[src/rtl/ball_plate_pkg.sv]
// Shared definitions for the ball/plate vision pipeline: FSM states, frame
// geometry, accumulator widths and the output saturation helpers.
package ball_plate_pkg;

    localparam int H_ACTIVE = 1024;
    localparam int V_ACTIVE = 768;
    localparam int SUM_W    = 30;
    localparam int CNT_W    = 20;

    typedef enum logic [1:0] {
        IDLE,
        DIV_X,
        DIV_Y,
        EMIT
    } state_t;

    // Unsigned magnitude clamped to the 14-bit M range.
    function automatic logic [13:0] sat_mag14(input int v);
        logic [13:0] r;
        r = (v > 16383) ? 14'h3FFF : 14'(v);
        return r;
    endfunction

    // Signed value clamped to +/-16383 for the 15-bit N output.
    function automatic logic signed [14:0] sat_s15(input int v);
        logic signed [14:0] r;
        if (v > 16383)
            r = 15'sd16383;
        else if (v < -16383)
            r = -15'sd16383;
        else
            r = 15'(v);
        return r;
    endfunction

endpackage

[src/rtl/serial_divider.sv]
// Restoring unsigned divider: one quotient bit per cycle, DVD_W cycles after
// start, with a one-cycle done pulse; the quotient holds until the next start.
module serial_divider #(
    parameter int DVD_W = 30,
    parameter int DVS_W = 20
) (
    input  logic             clock,
    input  logic             rst,
    input  logic             start,
    input  logic [DVD_W-1:0] dividend,
    input  logic [DVS_W-1:0] divisor,
    output logic [DVD_W-1:0] quotient,
    output logic             done
);

    localparam int IW = $clog2(DVD_W + 1);

    logic [DVS_W-1:0] rem;
    logic [DVS_W-1:0] dvs;
    logic [IW-1:0]    iter;
    logic [DVS_W:0]   trial;
    logic [DVS_W-1:0] diff;
    logic             fits;

    // NOTE: always_comb assigns every output on every path, so no latch is inferred.
    always_comb begin
        trial = {rem, quotient[DVD_W-1]};
        fits  = (trial >= {1'b0, dvs});
        // When the trial fits, the true difference is below dvs, so the
        // modular DVS_W-bit subtraction is exact.
        diff  = trial[DVS_W-1:0] - dvs;
    end

    // NOTE: registered state uses non-blocking assignments so every flop samples pre-edge values.
    always_ff @(posedge clock) begin
        if (rst) begin
            quotient <= '0;
            rem      <= '0;
            dvs      <= '0;
            iter     <= '0;
            done     <= 1'b0;
        end else begin
            done <= 1'b0;
            if (start) begin
                quotient <= dividend;
                rem      <= '0;
                dvs      <= divisor;
                iter     <= IW'(DVD_W);
            end else if (iter != '0) begin
                iter     <= iter - 1'b1;
                rem      <= fits ? diff : trial[DVS_W-1:0];
                quotient <= {quotient[DVD_W-2:0], fits};
                done     <= (iter == IW'(1));
            end
        end
    end

endmodule

[src/rtl/ball_centroid_stage1.sv]
// Per-frame ball centroid and scaled setpoint error for the polar stage.
// Define CENTROID_IIR_EN to low-pass the centroid across frames (+1 cycle latency).
module ball_centroid_stage1 #(
    parameter int SUM_W       = ball_plate_pkg::SUM_W,
    parameter int CNT_W       = ball_plate_pkg::CNT_W,
    parameter int MIN_PIXELS  = 16,
    parameter int SCALE_SHIFT = 4
) (
    input  logic               clock,
    input  logic               rst,
    input  logic [10:0]        hcount,
    input  logic [9:0]         vcount,
    input  logic               pixel_valid,
    input  logic               ball_pixel,
    input  logic               frame_end,
    input  logic [10:0]        set_x,
    input  logic [9:0]         set_y,
    output logic [13:0]        M,
    output logic signed [14:0] N,
    output logic               x_neg,
    output logic               valid,
    output logic               no_ball,
    output logic               busy
);

    import ball_plate_pkg::state_t, ball_plate_pkg::IDLE, ball_plate_pkg::DIV_X;
    import ball_plate_pkg::DIV_Y, ball_plate_pkg::EMIT, ball_plate_pkg::H_ACTIVE;
    import ball_plate_pkg::V_ACTIVE, ball_plate_pkg::sat_mag14, ball_plate_pkg::sat_s15;

    state_t state, state_nxt;

    logic [SUM_W-1:0] sum_x, sum_y, tot_x, tot_y, snap_y;
    logic [CNT_W-1:0] count, tot_cnt, snap_cnt;
    logic             hit, accept, enough;

    logic             div_start, div_done;
    logic [SUM_W-1:0] div_dividend, div_q;
    logic [CNT_W-1:0] div_divisor;

    logic [9:0]        qx, cx_q, cy_q;
    logic [10:0]       cx_use;
    logic [9:0]        cy_use;
    logic signed [11:0] dx, dy;
    logic [11:0]       mag;
    logic              emit_fire;

    assign busy = (state != IDLE) || valid;

    always_comb begin
        hit     = pixel_valid && ball_pixel;
        tot_x   = sum_x + (hit ? SUM_W'(hcount) : '0);
        tot_y   = sum_y + (hit ? SUM_W'(vcount) : '0);
        tot_cnt = count + CNT_W'(hit);
        accept  = frame_end && !busy;
        enough  = (tot_cnt >= CNT_W'(MIN_PIXELS));

        // The single divider runs x first, then is reloaded with the stored y sum.
        div_start    = (accept && enough) || (state == DIV_X && div_done);
        div_dividend = (state == DIV_X) ? snap_y : tot_x;
        div_divisor  = (state == DIV_X) ? snap_cnt : tot_cnt;

        // A centroid always lies inside the active frame; clamp keeps the narrow path honest.
        cx_q = (div_q > SUM_W'(H_ACTIVE - 1)) ? 10'(H_ACTIVE - 1) : div_q[9:0];
        cy_q = (div_q > SUM_W'(V_ACTIVE - 1)) ? 10'(V_ACTIVE - 1) : div_q[9:0];
    end

    serial_divider #(
        .DVD_W (SUM_W),
        .DVS_W (CNT_W)
    ) u_div (
        .clock    (clock),
        .rst      (rst),
        .start    (div_start),
        .dividend (div_dividend),
        .divisor  (div_divisor),
        .quotient (div_q),
        .done     (div_done)
    );

`ifdef CENTROID_IIR_EN
    logic signed [12:0] cf_x, cf_y, cn_x, cn_y, df_x, df_y;
    logic               cf_loaded, filt_done;

    always_comb begin
        cn_x = $signed({1'b0, qx, 2'b00});
        cn_y = $signed({1'b0, cy_q, 2'b00});
        df_x = cn_x - cf_x;
        df_y = cn_y - cf_y;
    end

    // EMIT spends its first cycle updating the filter, its second producing outputs.
    always_ff @(posedge clock) begin
        if (rst) begin
            cf_x      <= '0;
            cf_y      <= '0;
            cf_loaded <= 1'b0;
            filt_done <= 1'b0;
        end else if (state == EMIT) begin
            if (!filt_done) begin
                cf_x      <= cf_loaded ? cf_x + (df_x >>> 2) : cn_x;
                cf_y      <= cf_loaded ? cf_y + (df_y >>> 2) : cn_y;
                cf_loaded <= 1'b1;
                filt_done <= 1'b1;
            end else begin
                filt_done <= 1'b0;
            end
        end
    end

    assign emit_fire = (state == EMIT) && filt_done;
    assign cx_use    = cf_x[12:2];
    assign cy_use    = cf_y[11:2];
`else
    assign emit_fire = (state == EMIT);
    assign cx_use    = {1'b0, qx};
    assign cy_use    = cy_q;
`endif

    always_comb begin
        dx  = $signed({1'b0, cx_use}) - $signed({1'b0, set_x});
        dy  = $signed({2'b00, cy_use}) - $signed({2'b00, set_y});
        mag = dx[11] ? -dx : dx;
    end

    always_comb begin
        state_nxt = state;
        case (state)
            IDLE:    if (accept && enough) state_nxt = DIV_X;
            DIV_X:   if (div_done)         state_nxt = DIV_Y;
            DIV_Y:   if (div_done)         state_nxt = EMIT;
            EMIT:    if (emit_fire)        state_nxt = IDLE;
            default:                       state_nxt = IDLE;
        endcase
    end

    always_ff @(posedge clock) begin
        if (rst) state <= IDLE;
        else     state <= state_nxt;
    end

    always_ff @(posedge clock) begin
        if (rst) begin
            sum_x    <= '0;
            sum_y    <= '0;
            count    <= '0;
            snap_y   <= '0;
            snap_cnt <= '0;
            qx       <= '0;
            M        <= '0;
            N        <= '0;
            x_neg    <= 1'b0;
            valid    <= 1'b0;
            no_ball  <= 1'b0;
        end else begin
            valid <= 1'b0;
            // Every frame_end restarts accumulation, even when its frame is dropped.
            if (frame_end) begin
                sum_x <= '0;
                sum_y <= '0;
                count <= '0;
            end else begin
                sum_x <= tot_x;
                sum_y <= tot_y;
                count <= tot_cnt;
            end
            if (accept) begin
                no_ball  <= !enough;
                snap_y   <= tot_y;
                snap_cnt <= tot_cnt;
            end
            if (state == DIV_X && div_done)
                qx <= cx_q;
            if (emit_fire) begin
                M     <= sat_mag14(int'(mag) << SCALE_SHIFT);
                N     <= sat_s15(int'(dy) <<< SCALE_SHIFT);
                x_neg <= dx[11];
                valid <= 1'b1;
            end
        end
    end

endmodule

[config.mk]
export PLATFORM = sky130hd
export DESIGN_NAME = ball_centroid_stage1
export DESIGN_NICKNAME = d
export VERILOG_FILES = /design/src/rtl/ball_plate_pkg.sv /design/src/rtl/serial_divider.sv /design/src/rtl/ball_centroid_stage1.sv
export SDC_FILE = /design/constraint.sdc
export NUM_CORES = 1
export LEC_CHECK = 0
export BUFFER_PORTS_ARGS = -buffer_cell sky130_fd_sc_hd__buf_4
export CAP_MARGIN = 5
export CORE_MARGIN = 2
export CORE_UTILIZATION = 63
export DETAILED_ROUTE_END_ITERATION = 6
export PLACE_DENSITY = 0.93
export SETUP_SLACK_MARGIN = 0.5
export SYNTH_ARGS = -nofsm -noshare
export SYNTH_HDL_FRONTEND = slang
export SYNTH_SLANG_ARGS = --single-unit
[constraint.sdc]
create_clock -name clock -period 11.9 [get_ports clock]
set_clock_uncertainty 0.2 [all_clocks]
set_input_delay 2.38 -clock clock [delete_from_list [all_inputs] [get_ports clock]]
set_output_delay 2.38 -clock clock [all_outputs]
set_load 0.005 [all_outputs]
==> metrics.yaml <==
status: "finished, final reports clean"
final_nets: 1786
finalSetupTns_ns: 0
path_clk_slew_ns: 0.06
crit_type: "in2reg"
min_path_type: "reg2reg"
root_buffer: "clkbuf_16"
synth_edf_count: 0
syn_area_per_cell_sq_um: 8.15
cts_buffer_depth: 3
setup_viol: 0
design.core.area_sq_mm: 0.0210
initial_core_util: 0.639
period_minus_slack_ns: 6.27
die_w_um: 150
worstPathMaxFanout: 63
final_util: 0.706
cts_resized: 0
slew_violations: 0
relSlewSlack: 0.301
drt_iter0_drc: 1011
ys_ff_latch: 244
grt_setup_unrepaired: "false"
clock-sinks: 244
syn_area_sq_mm: 0.0134
diodes: 0
powerDensity_mw_per_mm2: 175
cts_setup_buffers: 0
p_leak_nw: 6.00
met3_length_um: 2420
grt_first_pass_wirelength_um: 54500
postRouteAntennaNets: 0
routabilityCongestion: 0.895
layout_common_cells: "dfxtp_1, nor2_1, nand2_1"
io_buffers: 76
cts_tree: "done"
final_common_cell: "dfxtp_1"
num_io_pins: 80
yosysUniqueCellTypes: 80
die_h_um: 150
detailedRoute.firstPassIterationCount: 6
fin_crit_sh: 0.527
arrival_ns: 6.49
drive_above_1_share: 0.0969
start_kind: "input port"
overflow: 0
ir_worst_vdd_mv: 0.125
cts_made_buffers: 26
placementRows: 53
place_hpwl_um: 22800
via_per_inst: 6.24
grt_usage: 0.292
max_cap_viol_count: 0
met2RoutedLength_um: 15900
wl_met1_um: 13700
yosysSeqAreaShare: 0.365
async_flop_share: 0
synth_flop_cell: "dfxtp_1"
grt_pass1_vias: 11611
fmax_mhz: 160
drcViolationCount: 0
end_kind: "flip-flop"
hold_viol: 0
clk_latency_ns: 0.55
syn2layout_area_growth_pct: 10.6
worstPathRequired_ns: 12.13
wire_per_inst_um: 16.9
dieArea_sq_mm: 0.0224
top_layer: "met4"
h-tree-depth: 1
wirelength_um: 33100
syn_inst: 1642
grt_max_degree: 82
yosysWarnings: 0
tightestPinTransition_ns: 1.05
antenna_found_initial: 0
via_count: 12212
ctsHoldBuffers: 0
area by class of cell:
class	count	area [sq um]
clock buffer	40	763
clock inverter	8	56.3
fill	1523	6150
inverter	81	304
multi-input combinational	1224	7800
sequential	244	4880
tap	275	344
timing repair buffer	86	646
power breakdown:
part	switching [mW]	total, mW	internal (mW)	leakage (nW)
registers	0.0466	0.925	0.878	1.98
logic	0.542	0.888	0.346	3.62
clock network	0.331	0.773	0.442	0.400
final timing paths:
path	start	to	slack, ns	cells past startpoint
min	snap_cnt[0]$_SDFFE_PP0P_	snap_cnt[0]$_SDFFE_PP0P_	0.26	2
max	pixel_valid	u_div.rem[1]$_SDFFE_PP0P_	5.63	13
max reg2reg	u_div.quotient[13]$_SDFFE_PP0P_	N[12]$_SDFFE_PP0P_	5.94	18
min reg2reg	snap_cnt[0]$_SDFFE_PP0P_	snap_cnt[0]$_SDFFE_PP0P_	0.26	2
metrics by stage:
step / setup WS (ns) / instance area (sq um) / instances / power (mW) / hold slack (ns)
after floorplan: 6.11 / 13400 / 1644 / 1.62 / 0.232
after global placement: 5.39 / 14000 / 1910 / 1.77 / 0.239
after detailed placement: 5.16 / 14000 / 1910 / 1.81 / 0.247
after CTS: 5.66 / 14800 / 1958 / 2.57 / 0.254
after global routing: 5.30 / 14800 / 1958 / 2.71 / 0.285
final: 5.63 / 14800 / 1958 / 2.59 / 0.255
per-layer routing:
layer	track usage	vias to the layer above
li1	-	5799
met1	0.372	5754
met2	0.506	545
met3	0.0375	114
met4	0.108	0
met5	0	-
registers in the layout, summed over array words and instances, names as in the netlist, 5 cells and up:
| signal | count |
|---|---|
| snap_cnt | 20 |
| u_div.quotient | 30 |
| u_div.rem | 20 |
| count | 20 |
| u_div.iter | 5 |
| M | 11 |
| N | 12 |
| u_div.dvs | 20 |
| sum_y | 30 |
| qx | 10 |
| sum_x | 30 |
| snap_y | 30 |
synthesized netlist by cell type, types with 30 or more instances:
library cell	number	area share
a211oi_1	78	0.044
a21oi_1	84	0.031
and3_1	50	0.023
clkbuf_1	68	0.019
dfxtp_1	244	0.36
ha_1	71	0.066
inv_1	81	0.023
mux2i_1	30	0.022
nand2_1	165	0.046
nand3_1	30	0.011
nor2_1	229	0.064
nor3_1	35	0.013
o21ai_0	56	0.021
xnor2_1	61	0.040
xor2_1	48	0.031
logic make-up (layout without fill, tap and decap cells):
family,Yosys count,in the layout,share of synthesized area
other cells,1,3,0.000280
compound gates,365,365,0.188
xor+xnor,110,110,0.0725
simple gates,640,640,0.224
fa+ha+maj,76,76,0.0738
buf+inv,176,215,0.0540
mux,30,30,0.0224
flops,244,244,0.365
critical path, stage by stage:
cell      delay (ns)
buf_4           0.18
and2_1          0.27
ha_1            0.27
ha_1            0.24
nand3_1         0.23
nor4_2          0.40
nand2_1         0.11
xor2_1          0.26
nor2b_1         0.38
a41o_2          0.25
buf_4           0.50
nand2b_1        0.60
nor4_1          0.40
Note: power is estimated with default switching activity, not from simulation.
